**src/rtl/router_pkg.sv**
```systemverilog
// Shared definitions for the parametrised N-to-1 packet-word router.
package router_pkg;

    // Default configuration: the original 4-port, 8-bit router with 4-word buffers.
    localparam int DEF_NPORTS = 4;
    localparam int DEF_DW     = 8;
    localparam int DEF_DEPTH  = 4;

    // Output-side FSM states.
    typedef enum logic {
        ST_IDLE = 1'b0,
        ST_HOLD = 1'b1
    } state_e;

    // Ceiling log2 that can be used in parameter expressions; clog2(1) = 0.
    function automatic int clog2(input int value);
        int result;
        int v;
        result = 0;
        v      = value - 1;
        while (v > 0) begin
            result = result + 1;
            v      = v >> 1;
        end
        return result;
    endfunction

endpackage : router_pkg

```
**src/rtl/router_fifo.sv**
```systemverilog
// Per-port circular FIFO with show-ahead output (dout valid whenever ~empty).
module router_fifo
    import router_pkg::*;
#(
    parameter int DW    = DEF_DW,
    parameter int DEPTH = DEF_DEPTH
) (
    input  logic          clk,
    input  logic          rst,
    input  logic          push,
    input  logic [DW-1:0] din,
    input  logic          pop,
    output logic [DW-1:0] dout,
    output logic          full,
    output logic          empty
);

    localparam int AW = clog2(DEPTH);
    localparam int CW = AW + 1;

    logic [DW-1:0] mem_q [DEPTH];
    logic [AW-1:0] wr_ptr_q;
    logic [AW-1:0] rd_ptr_q;
    logic [CW-1:0] count_q;
    logic          do_push;
    logic          do_pop;

    // Full/empty decode from the registered count only, so ready never sees a same-cycle pop.
    assign full    = (count_q == CW'(DEPTH));
    assign empty   = (count_q == '0);
    assign do_push = push & ~full;
    assign do_pop  = pop & ~empty;
    assign dout    = mem_q[rd_ptr_q];

    // Storage array write port.
    // NOTE: the storage array has no reset; the count alone defines which entries are live,
    // and leaving it unreset lets it map onto plain RAM/register-file cells.
    always_ff @(posedge clk) begin
        if (do_push) begin
            mem_q[wr_ptr_q] <= din;
        end
    end

    // Pointer and occupancy bookkeeping; pointers wrap naturally since DEPTH is a power of two.
    // NOTE: sequential state is updated with non-blocking assignments so every register
    // samples pre-edge values regardless of statement order.
    always_ff @(posedge clk) begin
        if (rst) begin
            wr_ptr_q <= '0;
            rd_ptr_q <= '0;
            count_q  <= '0;
        end else begin
            if (do_push) begin
                wr_ptr_q <= wr_ptr_q + 1'b1;
            end
            if (do_pop) begin
                rd_ptr_q <= rd_ptr_q + 1'b1;
            end
            case ({do_push, do_pop})
                2'b10:   count_q <= count_q + 1'b1;
                2'b01:   count_q <= count_q - 1'b1;
                default: count_q <= count_q;
            endcase
        end
    end

endmodule : router_fifo

```
**src/rtl/param_router.sv**
```systemverilog
// Parametrised N-port to 1 router: per-port FIFOs, round-robin arbiter and a
// two-state output FSM driving a valid/ack handshake to a single consumer.
module param_router
    import router_pkg::*;
#(
    parameter int NPORTS = DEF_NPORTS,
    parameter int DW     = DEF_DW,
    parameter int DEPTH  = DEF_DEPTH,
    parameter int SW     = (clog2(NPORTS) < 1) ? 1 : clog2(NPORTS)
) (
    input  logic                 clk,
    input  logic                 rst,
    input  logic [NPORTS*DW-1:0] inData,
    input  logic [NPORTS-1:0]    request,
    output logic [NPORTS-1:0]    ready,
    output logic [DW-1:0]        output_port,
    output logic                 out_valid,
    output logic [SW-1:0]        out_src,
    input  logic                 out_ack
);

    logic [NPORTS-1:0] fifo_full;
    logic [NPORTS-1:0] fifo_empty;
    logic [NPORTS-1:0] fifo_push;
    logic [NPORTS-1:0] fifo_pop;
    logic [DW-1:0]     fifo_dout [NPORTS];

    logic [SW-1:0]     rr_ptr_q;
    logic [SW-1:0]     rr_ptr_d;
    logic [SW-1:0]     grant_idx;
    logic              grant_valid;
    logic [SW:0]       cand_sum;
    logic [SW-1:0]     cand_idx;
    logic              do_pop;

    state_e            state_q;
    logic [DW-1:0]     out_data_q;
    logic [SW-1:0]     out_src_q;
    logic              out_valid_q;

    // Input acceptance: ready is held low during reset, and a word offered while not ready is dropped.
    assign ready     = ~fifo_full & {NPORTS{~rst}};
    assign fifo_push = request & ready;

    for (genvar g = 0; g < NPORTS; g++) begin : g_port
        router_fifo #(
            .DW    (DW),
            .DEPTH (DEPTH)
        ) u_fifo (
            .clk   (clk),
            .rst   (rst),
            .push  (fifo_push[g]),
            .din   (inData[g*DW +: DW]),
            .pop   (fifo_pop[g]),
            .dout  (fifo_dout[g]),
            .full  (fifo_full[g]),
            .empty (fifo_empty[g])
        );
    end

    // Round-robin search: first nonempty port starting at rr_ptr_q, wrapping past NPORTS-1.
    // NOTE: every variable gets a default at the top of the block so no path leaves it
    // unassigned and no latch is inferred.
    always_comb begin
        grant_valid = 1'b0;
        grant_idx   = '0;
        cand_sum    = '0;
        cand_idx    = '0;
        for (int k = 0; k < NPORTS; k++) begin
            cand_sum = {1'b0, rr_ptr_q} + (SW+1)'(k);
            if (cand_sum >= (SW+1)'(NPORTS)) begin
                cand_sum = cand_sum - (SW+1)'(NPORTS);
            end
            cand_idx = cand_sum[SW-1:0];
            if (!grant_valid && !fifo_empty[cand_idx]) begin
                grant_valid = 1'b1;
                grant_idx   = cand_idx;
            end
        end
    end

    // Pop the winner whenever the output register is free or being acknowledged this edge.
    always_comb begin
        do_pop   = grant_valid & ~rst & ((state_q == ST_IDLE) | out_ack);
        fifo_pop = '0;
        fifo_pop[grant_idx] = do_pop;
        rr_ptr_d = (grant_idx == SW'(NPORTS - 1)) ? '0 : grant_idx + 1'b1;
    end

    // Output FSM: IDLE waits for any buffered word, HOLD presents it until acknowledged.
    always_ff @(posedge clk) begin
        if (rst) begin
            state_q     <= ST_IDLE;
            out_valid_q <= 1'b0;
            out_data_q  <= '0;
            out_src_q   <= '0;
            rr_ptr_q    <= '0;
        end else begin
            case (state_q)
                ST_IDLE: begin
                    if (grant_valid) begin
                        out_data_q  <= fifo_dout[grant_idx];
                        out_src_q   <= grant_idx;
                        out_valid_q <= 1'b1;
                        rr_ptr_q    <= rr_ptr_d;
                        state_q     <= ST_HOLD;
                    end
                end
                ST_HOLD: begin
                    if (out_ack) begin
                        if (grant_valid) begin
                            out_data_q <= fifo_dout[grant_idx];
                            out_src_q  <= grant_idx;
                            rr_ptr_q   <= rr_ptr_d;
                        end else begin
                            out_valid_q <= 1'b0;
                            state_q     <= ST_IDLE;
                        end
                    end
                end
                default: begin
                    state_q     <= ST_IDLE;
                    out_valid_q <= 1'b0;
                end
            endcase
        end
    end

    assign output_port = out_data_q;
    assign out_src     = out_src_q;
    assign out_valid   = out_valid_q;

endmodule : param_router

```
**config.mk**
```make
export PLATFORM = sky130hd
export DESIGN_NAME = param_router
export DESIGN_NICKNAME = d
export VERILOG_FILES = /design/src/rtl/router_pkg.sv /design/src/rtl/router_fifo.sv /design/src/rtl/param_router.sv
export SDC_FILE = /design/constraint.sdc
export NUM_CORES = 1
export LEC_CHECK = 0
export CORE_MARGIN = 8
export CORE_UTILIZATION = 40
export DETAILED_ROUTE_END_ITERATION = 16
export GPL_TIMING_DRIVEN = 0
export PLACE_DENSITY_LB_ADDON = 0.05
export SLEW_MARGIN = 0
export SYNTH_ARGS = -nofsm -noshare
export SYNTH_HDL_FRONTEND = slang
export SYNTH_HIERARCHICAL = 1
export SYNTH_SLANG_ARGS = --single-unit
```
**constraint.sdc**
```tcl
create_clock -name clk -period 4.18 [get_ports clk]
set_input_delay 0.418 -clock clk [delete_from_list [all_inputs] [get_ports clk]]
set_output_delay 0.418 -clock clk [all_outputs]
set_load 0.005 [all_outputs]
```
==> metrics.yaml <==
drt:
  ant_nets: 0
  totalWireLength_mm: 15.0
  wl_per_cell_um: 18.4
  dr.pass1.iters: 4
  drtIter0Drc: 185
  post_drt_via_cell_ratio: 5.04
  drc_errors: 0
  via_count: 4121
setup_path:
  startpoint_type: "register"
  cp_max_fo: 10
  crit_arrival_ps: 3860
  cp-end-kind: "register"
  critPathMaxStageDelay_ps: 510
  slowest_stage: "nor3_2"
  crit_type: "reg2reg"
  cp.required_ps: 4530
  path_cells: "nor3_2 > o21ai_0 > nand2b_1 > nand2_2 > inv_2 > buf_6 > ha_1 > and2_1 > o31ai_2 > inv_1 > ha_1 > inv_1 > fa_1 > xor2_1 > or3_1 > a21oi_1"
floorplan:
  initial_core_util_pct: 40.6
  die_area_sq_um: 23600
  rows: 50
  die_w_um: 154
  boundaryPins: 54
  die-height_um: 154
  core_area_sq_um: 18600
timing:
  rsz0062_at_grt: "false"
  setup_viol: 0
  post-route-period-util_pct: 84.0
  hold_violations: 0
  timing.fmax_mhz: 285
  period_minus_slack_ps: 3510
  tns_ps: 0
  worst_slew_pin_slew_ps: 703
  relSlewSlack_pct: 53.1
  finClkSkew_ps: 9.33
  slew_violations: 0
clocking:
  htreeDepth: 4
  post_cts_buffers: 0
  clkSlewWorstSetupHoldPaths_ps: 70
  cts_hold_buf: 0
  cts_root_buffer: "clkbuf_16"
  cts_tree: "yes"
  clock_latency_ps: 430
  numCtsBuffers: 17
  cts_repair_resize_count: 0
  clock_sinks: 178
  clock_path_buffers: 2
job:
  maxCapViolations: 0
synth:
  synth.net_count: 562
  syn_avg_cell_area_sq_um: 15.2
  synthCells: 498
  synth-seq-cells: 178
  seq_area_frac_synth_pct: 64.0
  synth.cell_area_sq_um: 7570
  yosys_warnings: 6
  ys_types: 42
grt:
  grt_antenna_before_repair: 0
  grt_usage_pct: 13.4
  grt_pass1_vias: 4506
  grt_max_degree: 17
  overflow: 0
  grt_pass1_wl_mm: 24.0
power:
  powerDensity_nw_per_um2: 474
  internal-power_uw: 3140
  swShare_pct: 25.9
  p_comb_share_pct: 15.9
  power_frac_clock_pct: 35.8
  seqPwrFrac_pct: 48.3
  leakage_uw: 0.00305
  power.switching_uw: 1100
  peakVddDrop_mv: 0.304
hold_path:
  holdCritPathClass: "reg2reg"
layout:
  layout-drive-gt1-share_pct: 18.4
  fin_nets: 634
  final_util_pct: 48.0
  synthToLayoutAreaGrowth_pct: 18.2
  antenna_cells: 0
placed_design:
  portBuffers: 53
  dp_hpwl_mm: 10.7
  gp_congestion: 0.722
outcome:
  status: "complete, no violations"
-- area by class of cell --
type / count / area [sq um]
plain buffers: 19 / 103
clock buffers: 18 / 429
clock inverters: 14 / 128
fillers: 1625 / 9690
inverters: 33 / 124
multi-input cells: 268 / 2500
flip-flops and latches: 178 / 4840
well taps: 234 / 293
repair buffers: 53 / 531
-- power groups by stage --
stage	Sequential, uW	Combinational, uW	Clock (uW)
after floorplan	2080	426	0
after global placement	2090	668	0
after detailed placement	2090	683	0
after CTS	2050	685	1570
after global routing	2060	743	1630
final	2050	673	1520
-- worst max-delay path, delay by kind of cell (launching register included) --
| kind | cells | cell delay, ps |
|---|---|---|
| flip-flops | 1 | 380 |
| adder cells (fa/ha/maj) | 3 | 720 |
| XOR/XNOR | 1 | 160 |
| AND/OR/NAND/NOR | 5 | 1350 |
| AO/OA/AOI/OAI | 3 | 420 |
| buffers and inverters | 4 | 410 |
-- worst paths after layout --
path,from,end,slack [ps],cells after the start
worst max register to register,g_port[1].u_fifo/count_q[0],g_port[3].u_fifo/count_q[2],670,16
worst min register to register,output_port[3],output_port[3],490,2
worst max-delay path,g_port[1].u_fifo/count_q[0],g_port[3].u_fifo/count_q[2],670,16
worst min-delay path,output_port[3],output_port[3],490,2
-- registers in the layout, summed over array words and instances (netlist names), named ones only --
name and count:
g_port.u_fifo/count_q 12, g_port.u_fifo/mem_q 128, g_port.u_fifo/rd_ptr_q 8, g_port.u_fifo/wr_ptr_q 8, out_src 2, out_valid 1
output_port 8, rr_ptr_q 2, state_q 1
-- layout by cell type, fill, tap and decap left out, types with 2 or more instances in the layout --
cell type and count:
inv_1 32, clkinv_2 2, a21boi_0 8, a21oi_1 17
o21ai_0 15, clkinv_4 3, fa_1 4, nor2_1 37
clkbuf_1 2, clkbuf_16 17, nand2b_4 2, o21ai_1 7
o211ai_2 8, and3_1 2, buf_1 8, and3_2 6
or3_1 12, xor2_1 12, nand2_1 13, ha_1 21
clkinv_1 2, edfxtp_1 128, nor3_2 4, mux4_2 32
buf_6 3, dfxtp_1 50, nand2b_1 10, and2_1 22
inv_6 4, nor3b_2 4, buf_2 6, nor2b_1 2
clkdlybuf4s50_1 53, o31ai_2 4, mux2i_1 15
-- per-stage QoR --
step,instances,power (uW),hold slack [ps],instance area (sq um),setup slack (ps)
4_1_cts,817,4310,488,8950,615
6_report,817,4240,488,8950,668
3_3_place_gp,785,2750,456,8400,444
3_5_place_dp,785,2770,472,8400,376
5_1_grt,817,4430,511,8950,271
2_1_floorplan,498,2500,449,7570,1250
-- synth_stat cells (all sizes together) --
library cell  instances  area share (%)
nand2b               12             1.2
and2                 22             1.8
a211oi                1           0.099
nor2                 38             1.9
o221ai                1            0.35
nor2b                 3            0.35
o211ai                8             1.3
buf                  17             1.2
edfxtp              128              51
nor3b                 5            0.91
clkbuf                2            0.12
or3                  12            0.99
a21boi                8            0.79
dfxtp                50              13
o21ai                22             1.5
a211o                 1            0.12
inv                  33             1.6
nor3                  4            0.53
and4                  2            0.26
xor2                 12             1.4
and3                  9            0.91
o31ai                 4            0.66
a311oi                1            0.12
mux2i                15             2.0
mux4                 32             9.5
nand2                14            0.73
fa                    4             1.1
a21oi                17             1.1
ha                   21             3.5
-- cells by family after synthesis --
kind of cell | synth area share, %
adder cells (fa/ha/maj) | 4.53
flip-flops | 64.0
multiplexers | 11.5
XOR/XNOR | 1.39
AO/OA/AOI/OAI | 6.03
buffers and inverters | 2.99
AND/OR/NAND/NOR | 9.60
-- layer usage --
layer  track usage (%)  up-vias  routed length, um
met4              5.23        0                264
met3              3.08       18                532
met1              16.3     2063               6750
li1                  -     1983                  -
met5                 0        -                  0
met2              22.6       57               7490
(Power assumes the default switching activity.)
